## src/rtl/mux_seq.sv

```systemverilog
// Channel multiplexer that streams either one selected channel or a full scan
// of all channels from a snapshot taken when the request is accepted.
module mux_seq #(
    parameter int unsigned N  = 32,
    parameter int unsigned CH = 8,
    localparam int unsigned SW = $clog2(CH)
) (
    input  logic            clk,
    input  logic            rst_n,
    input  logic            clear,
    input  logic            start,
    input  logic            mode,
    input  logic [SW-1:0]   sel,
    input  logic [CH*N-1:0] din,
    input  logic            out_ready,
    output logic            out_valid,
    output logic [N-1:0]    out_data,
    output logic [SW-1:0]   out_idx,
    output logic            busy,
    output logic            done
);

    typedef enum logic [1:0] {
        IDLE   = 2'd0,
        DIRECT = 2'd1,
        SCAN   = 2'd2
    } state_t;

    state_t          state_q, state_d;
    logic [CH*N-1:0] snap_q, snap_d;
    logic            valid_d, busy_d, done_d;
    logic [N-1:0]    data_d;
    logic [SW-1:0]   idx_d;
    logic [SW-1:0]   idx_nx_c;
    logic            hs_c;

    assign hs_c     = out_valid & out_ready;
    assign idx_nx_c = out_idx + SW'(1);

    // State and registered outputs
    always_ff @(posedge clk or negedge rst_n) begin
        if (!rst_n) begin
            state_q   <= IDLE;
            snap_q    <= '0;
            out_valid <= 1'b0;
            out_data  <= '0;
            out_idx   <= '0;
            busy      <= 1'b0;
            done      <= 1'b0;
        end else begin
            state_q   <= state_d;
            snap_q    <= snap_d;
            out_valid <= valid_d;
            out_data  <= data_d;
            out_idx   <= idx_d;
            busy      <= busy_d;
            done      <= done_d;
        end
    end

    // Next-state and next-output logic; clear overrides start and handshakes
    always_comb begin
        state_d = state_q;
        snap_d  = snap_q;
        valid_d = out_valid;
        data_d  = out_data;
        idx_d   = out_idx;
        done_d  = 1'b0;

        if (clear) begin
            state_d = IDLE;
            valid_d = 1'b0;
        end else begin
            case (state_q)
                IDLE: begin
                    if (start) begin
                        snap_d  = din;
                        valid_d = 1'b1;
                        if (mode) begin
                            state_d = SCAN;
                            data_d  = din[N-1:0];
                            idx_d   = '0;
                        end else begin
                            state_d = DIRECT;
                            data_d  = din[N*32'(sel) +: N];
                            idx_d   = sel;
                        end
                    end
                end
                DIRECT: begin
                    if (hs_c) begin
                        state_d = IDLE;
                        valid_d = 1'b0;
                        done_d  = 1'b1;
                    end
                end
                SCAN: begin
                    if (hs_c) begin
                        if (out_idx == SW'(CH - 1)) begin
                            state_d = IDLE;
                            valid_d = 1'b0;
                            done_d  = 1'b1;
                        end else begin
                            idx_d  = idx_nx_c;
                            data_d = snap_q[N*32'(idx_nx_c) +: N];
                        end
                    end
                end
                default: begin
                    state_d = IDLE;
                    valid_d = 1'b0;
                end
            endcase
        end

        busy_d = (state_d != IDLE);
    end

endmodule

```

## config.mk

```make
export PLATFORM = sky130hd
export DESIGN_NAME = mux_seq
export DESIGN_NICKNAME = d
export VERILOG_FILES = /design/src/rtl/mux_seq.sv
export SDC_FILE = /design/constraint.sdc
export NUM_CORES = 1
export LEC_CHECK = 0
export BUFFER_PORTS_ARGS = -buffer_cell sky130_fd_sc_hd__clkbuf_2
export CAP_MARGIN = 20
export CORE_AREA = 3 3 177 179
export CTS_BUF_LIST = sky130_fd_sc_hd__clkbuf_4 sky130_fd_sc_hd__clkbuf_8
export CTS_CLUSTER_DIAMETER = 30
export DETAILED_ROUTE_END_ITERATION = 10
export DIE_AREA = 0 0 180 182
export PLACE_DENSITY = 0.73
export SLEW_MARGIN = 20
export SYNTH_ARGS = -nofsm -noshare
export SYNTH_HDL_FRONTEND = slang
export SYNTH_SLANG_ARGS = --single-unit
```

## constraint.sdc

```tcl
create_clock -name clk -period 3.7 [get_ports clk]
set_input_delay 0.37 -clock clk [delete_from_list [all_inputs] [get_ports clk]]
set_output_delay 0.37 -clock clk [all_outputs]
set_load 0.01 [all_outputs]
```

**Word level (Yosys, flattened, before mapping)**

Index checks and enable logic that the tools add are counted.

- $add $sub $neg: 1
- Multiply operators: 0
- Divide/modulo/power cells: 0
- Order comparisons: 0
- Equality and inequality tests: 10
- Shift operators: 2
- Muxes and demuxes: 28
- Bitwise logic cells: 2
- Reductions and logical operators: 6

Operators by type and width:

| operator | number |
|---|---|
| 256-bit by 9-bit variable part select with 32-bit output | 2 |
| 32-bit two-way mux | 4 |
| 32-bit case mux with 2 select lines | 1 |
| 2-bit two-way mux | 6 |
| 3-bit two-way mux | 4 |
| 3-bit != test (second input constant) | 4 |
| 1-bit two-way mux | 9 |
| 2-bit != test (second input constant) | 3 |
| 2-bit case mux with 3 select lines | 1 |
| 3-bit case mux with 2 select lines | 1 |
| 5-bit AND reduction | 1 |
| 4-bit AND reduction | 1 |
| 2-bit nonzero test | 2 |
| 3-bit by 1-bit adder with 3-bit output (second input constant) | 1 |
| 3-bit equality test (second input constant) | 1 |
| 1-bit case mux with 3 select lines | 1 |
| 3-bit AND reduction | 1 |
| 2-bit by 1-bit equality test with 1-bit output (second input constant) | 1 |
| 2-bit equality test (second input constant) | 1 |
| 2-bit zero test | 1 |
| 1-bit case mux with 2 select lines | 1 |
| 1-bit bitwise AND | 1 |
| 1-bit inverter | 1 |

- Flip-flop bits (word level): 296
- Latch bits: 0
- Bits in writable memories: 0
- Bits in read-only memories: 0
- Input port bits: 265
- Output and inout bits: 38
- Word-level logic and storage cells: 56
- Memories kept: 0

**Longest topological paths before layout**

- Depth in word-level cells: 6
- Depth in mapped cells: 9
- Gate-level depth less buffers: 6

**Worst setup path after synthesis**

OpenSTA, ideal clock, no wires.

- Kind: register to register
- Start point: register out_idx[0]
- End point: register out_data[22]
- Setup time: 0.126 ns
- Data arrival time: 2.322 ns
- Required time: 3.574 ns
- Path slack: 1.252 ns
- Stages on the path, launching flop included: 8
- Path buffers: 1
- Clock period less this slack: 2.448 ns
- Cells stage by stage: dfrtp_1 -> ha_1 -> ha_1 -> nand3b_1 -> a2111o_1 -> buf_2 -> or4_1 -> o32a_1

- Cells in the longest elaborated chain, start to end: 5
- Elaborated cells between the ends (all ways): 8
- Those cells by class: add/sub (1); eq/ne (2); shift (1); mux (3); reduce/logical (1)

Ends and longest elaborated chain:

| element | RTL line | text |
|---|---|---|
| start, declared | 18 | `output logic [SW-1:0] out_idx,` |
| start signal, assigned | 55 | `out_idx <= idx_d;` |
| 3-bit by 1-bit adder with 3-bit output | 38 | `assign idx_nx_c = out_idx + SW'(1);` |
| 256-bit by 9-bit variable part select with 32-bit output | 105 | `data_d = snap_q[N*32'(idx_nx_c) +: N];` |
| 32-bit two-way mux | 99 | `if (out_idx == SW'(CH - 1)) begin` |
| 32-bit two-way mux | 98 | `if (hs_c) begin` |
| 32-bit case mux with 2 select lines | 74 | `case (state_q)` |
| end signal, assigned | 54 | `out_data <= data_d;` |
| end, declared | 17 | `output logic [N-1:0] out_data,` |

Parallel ways exist; a longest one is shown, timed or not. The select of a mux whose other input is x is not followed.
A chain may end at the register's enable or synchronous reset.

**Worst setup path in the final report**

- Start point: register state_q[0]
- End point: register out_data[0]

- Cells in the longest elaborated chain, start to end: 3
- Elaborated cells between the ends (all ways): 8
- Those cells by class: eq/ne (4); mux (1); reduce/logical (3)

Ends and longest elaborated chain:

| element | RTL line | text |
|---|---|---|
| start, declared | 29 | `state_t state_q, state_d;` |
| start signal, assigned | 51 | `state_q <= state_d;` |
| 2-bit equality test / 2-bit zero test (equally long branches) | 74 |  |
| 2-bit != test (no line) / 2-bit nonzero test (equally long branches) | n/a |  |
| 5-bit AND reduction (no line) | n/a |  |

Parallel ways exist; a longest one is shown, timed or not.

==> results.json <==
{
  "status": "complete, no violations",
  "clk_latency_ns": 0.59,
  "clockRootBuffer": "clkbuf_8",
  "yosys.cell_types.count": 32,
  "worst_r2r_path_depth": 6,
  "critPathMaxStageDelay_ns": 1.23,
  "die_w_um": 180,
  "yosysMostFrequentCell": "dfrtp_1",
  "p_total_mw": 11.70,
  "drive_above_1_share_pct": 46.24,
  "drv_slew": 0,
  "critPathBufInv": 1,
  "setup_viol": 0,
  "tns_ns": 0,
  "netlist_top_cells_count": "296 x dfrtp_1, 256 x mux2_2, 225 x mux2i_1",
  "synth_top_cell_area_share_pct": 50.00,
  "htreeDepth": 3,
  "portBuffers": 302,
  "drtIter0Drc": 892,
  "ir_drop_mv": 0.5139,
  "start_util_pct": 49.85,
  "grt_pass1_vias": 12480,
  "leakagePower_nw": 8.702,
  "synth-edff-count": 0,
  "drc": 0,
  "die_area_mm2": 0.03276,
  "yosys.area.top_type": "dfrtp_1",
  "place_ws_ns": 0.8570,
  "cp-start-kind": "register",
  "cts_sinks": 296,
  "grt_max_degree": 105,
  "synth-seq-cells": 296,
  "finClkSkew_ns": 0.02505,
  "grt_pass1_wl_um": 67720,
  "ant_nets": 0,
  "rsz0062_at_grt": "false",
  "crit_fanout": 32,
  "crit_chain": "inv_1 > ha_1 > or4b_2 > o22ai_1 > nor4_1 > a21oi_1",
  "holdCritPathClass": "in -> reg",
  "ys_top_cells_by_area": "dfrtp_1 50%, mux2_2 19%, mux2i_1 15%",
  "worst_slack_ns": 0.7643,
  "hold_viol": 0,
  "vias": 11680,
  "antenna_found_initial": 9,
  "crit_required_ns": 4.20,
  "cts_setup_buffers": 0,
  "crit_slowest_cell": "or4b_2",
  "num_rows": 63,
  "routed_wl_um": 44150,
  "crit_type": "reg -> reg",
  "synth_nets": 1456,
  "crit_family": "simple AND/OR/NAND/NOR gates",
  "synth_async_sr_flop_share_pct": 100.0,
  "finalCritPeriodShare_pct": 79.34,
  "core_area_mm2": 0.02972,
  "ys.flop_type": "dfrtp_1",
  "grt_usage_pct": 26.06,
  "cts_tree": "built",
  "area_growth_syn_to_layout_pct": 26.66,
  "io-pin-count": 303,
  "power_density_mw_per_mm2": 623.8,
  "slew_headroom_pct": 21.75,
  "cp.depth": 6,
  "cts_made_buffers": 72,
  "syn_inst": 1185,
  "dp_hpwl_um": 29010,
  "yosysSeqAreaShare_pct": 50.00,
  "path_clk_slew_ns": 0.05,
  "fmax_ghz": 0.3406,
  "ys_warn_count": 0,
  "syn_area_per_cell_um2": 12.50,
  "clock_path_buffers": 3,
  "wl_per_cell_um": 22.49,
  "critPathArrivalTime_ns": 3.44,
  "overflow": 0,
  "fin_nets": 1786,
  "dr.pass1.iters": 5,
  "worst_pin_slew_ns": 1.174,
  "drt-vias-per-instance": 5.950,
  "end_kind": "register",
  "maxCapViolCount": 0,
  "hold_path_depth": 2,
  "cts.repair.resized": 0,
  "die_y_um": 182,
  "gp_congestion": 0.8314,
  "period_needed_ns": 2.936,
  "netlist_area_mm2": 0.01481
}
-- repair_timing --
item	in CTS	in global routing
endpoints found under the hold margin	122	0
hold buffers	22	0
endpoints found under the setup margin	0	0
-- registers in the layout, summed over array words and instances (netlist names) --
name / count
snap_q: 256
out_data: 32
out_idx: 3
state_q: 2
busy: 1
done: 1
out_valid: 1
-- report_power, final --
group | switching, mW | internal [mW]
logic | 1.32 | 1.35
clock network | 1.65 | 3.01
registers | 0.409 | 3.97
total | 3.38 | 8.32
-- routing by layer --
layer  track usage (%)  up-vias  wire, µm  share of wire, %
met5                 0        -        82              0.19
met4             12.04       12      1622               3.7
met1             32.08     5820     17640                40
li1                  -     5167         -                 -
met3             7.612      130      3821               8.7
met2             42.55      551     20990                48
-- worst paths after layout --
| kind | endpoint | startpoint | slack [ns] |
|---|---|---|---|
| worst max-delay path | out_data[0]$_DFFE_PN0P_ | state_q[0]$_DFF_PN0_ | 0.76 |
| min in group asynchronous | snap_q[121]$_DFFE_PN0P_ | rst_n | 0.46 |
| worst max register to register | out_data[0]$_DFFE_PN0P_ | state_q[0]$_DFF_PN0_ | 0.76 |
| worst min-delay path | snap_q[108]$_DFFE_PN0P_ | din[108] | 0.03 |
| worst min register to register | snap_q[228]$_DFFE_PN0P_ | snap_q[228]$_DFFE_PN0P_ | 0.50 |
| max in group asynchronous | snap_q[73]$_DFFE_PN0P_ | rst_n | 2.32 |
-- cells in the final DEF, fill, tap and decap left out, types with 2 or more instances in the layout --
master	instances
or4b_2	2
ha_1	5
a21oi_1	38
clkbuf_4	10
or3b_2	2
dfrtp_1	295
o22ai_1	98
inv_1	4
mux2_2	256
nor4_1	31
mux2i_1	225
nand2_1	3
clkinv_2	14
clkinvlp_4	4
nand3_1	4
diode_2	3
clkbuf_2	300
or4_1	2
o21ai_0	2
buf_12	8
nand3b_1	5
nor2_1	69
clkbuf_8	82
a221oi_1	33
bufinv_16	12
dlygate4sd3_1	22
inv_6	3
inv_8	2
buf_4	17
-- kinds of logic after synthesis --
kind of cell,synth area share [%]
buffers and inverters,2.677
AND/OR/NAND/NOR,4.274
adder cells (fa/ha/maj),0.5067
AO/OA/AOI/OAI,7.880
flip-flops,50.00
multiplexers,34.66
-- worst reg2reg max path: cells and delay by family (launching register included) --
kind	cells	cell delay [ns]
AOI/OAI and AO/OA	2	0.53
adders and majority gates	1	0.38
buffers and inverters	1	0.12
DFF	1	0.49
and+or+nand+nor	2	1.35
-- area by class of cell --
class / instances / area, µm²
Tap cell: 390 / 488.0
Antenna cell: 3 / 7.507
Inverter: 4 / 15.01
Timing Repair Buffer: 349 / 2036
Fill cell: 2322 / 10950
Sequential cell: 296 / 7411
Clock inverter: 37 / 534.3
Clock buffer: 92 / 1204
Multi-Input combinational cell: 792 / 7068
-- through the flow --
stage | utilization [%] | cell area, µm² | instances | hold WS, ns
detailed placement | 56.52 | 16800 | 1809 | 0.4919
finish | 63.14 | 18760 | 1963 | 0.03437
global route | 63.14 | 18760 | 1963 | 0.01029
global placement | 56.52 | 16800 | 1809 | 0.4854
floorplan | - | 14810 | 1185 | 0.07441
CTS | 63.11 | 18760 | 1960 | 0.001203
(Power assumes the default switching activity.)
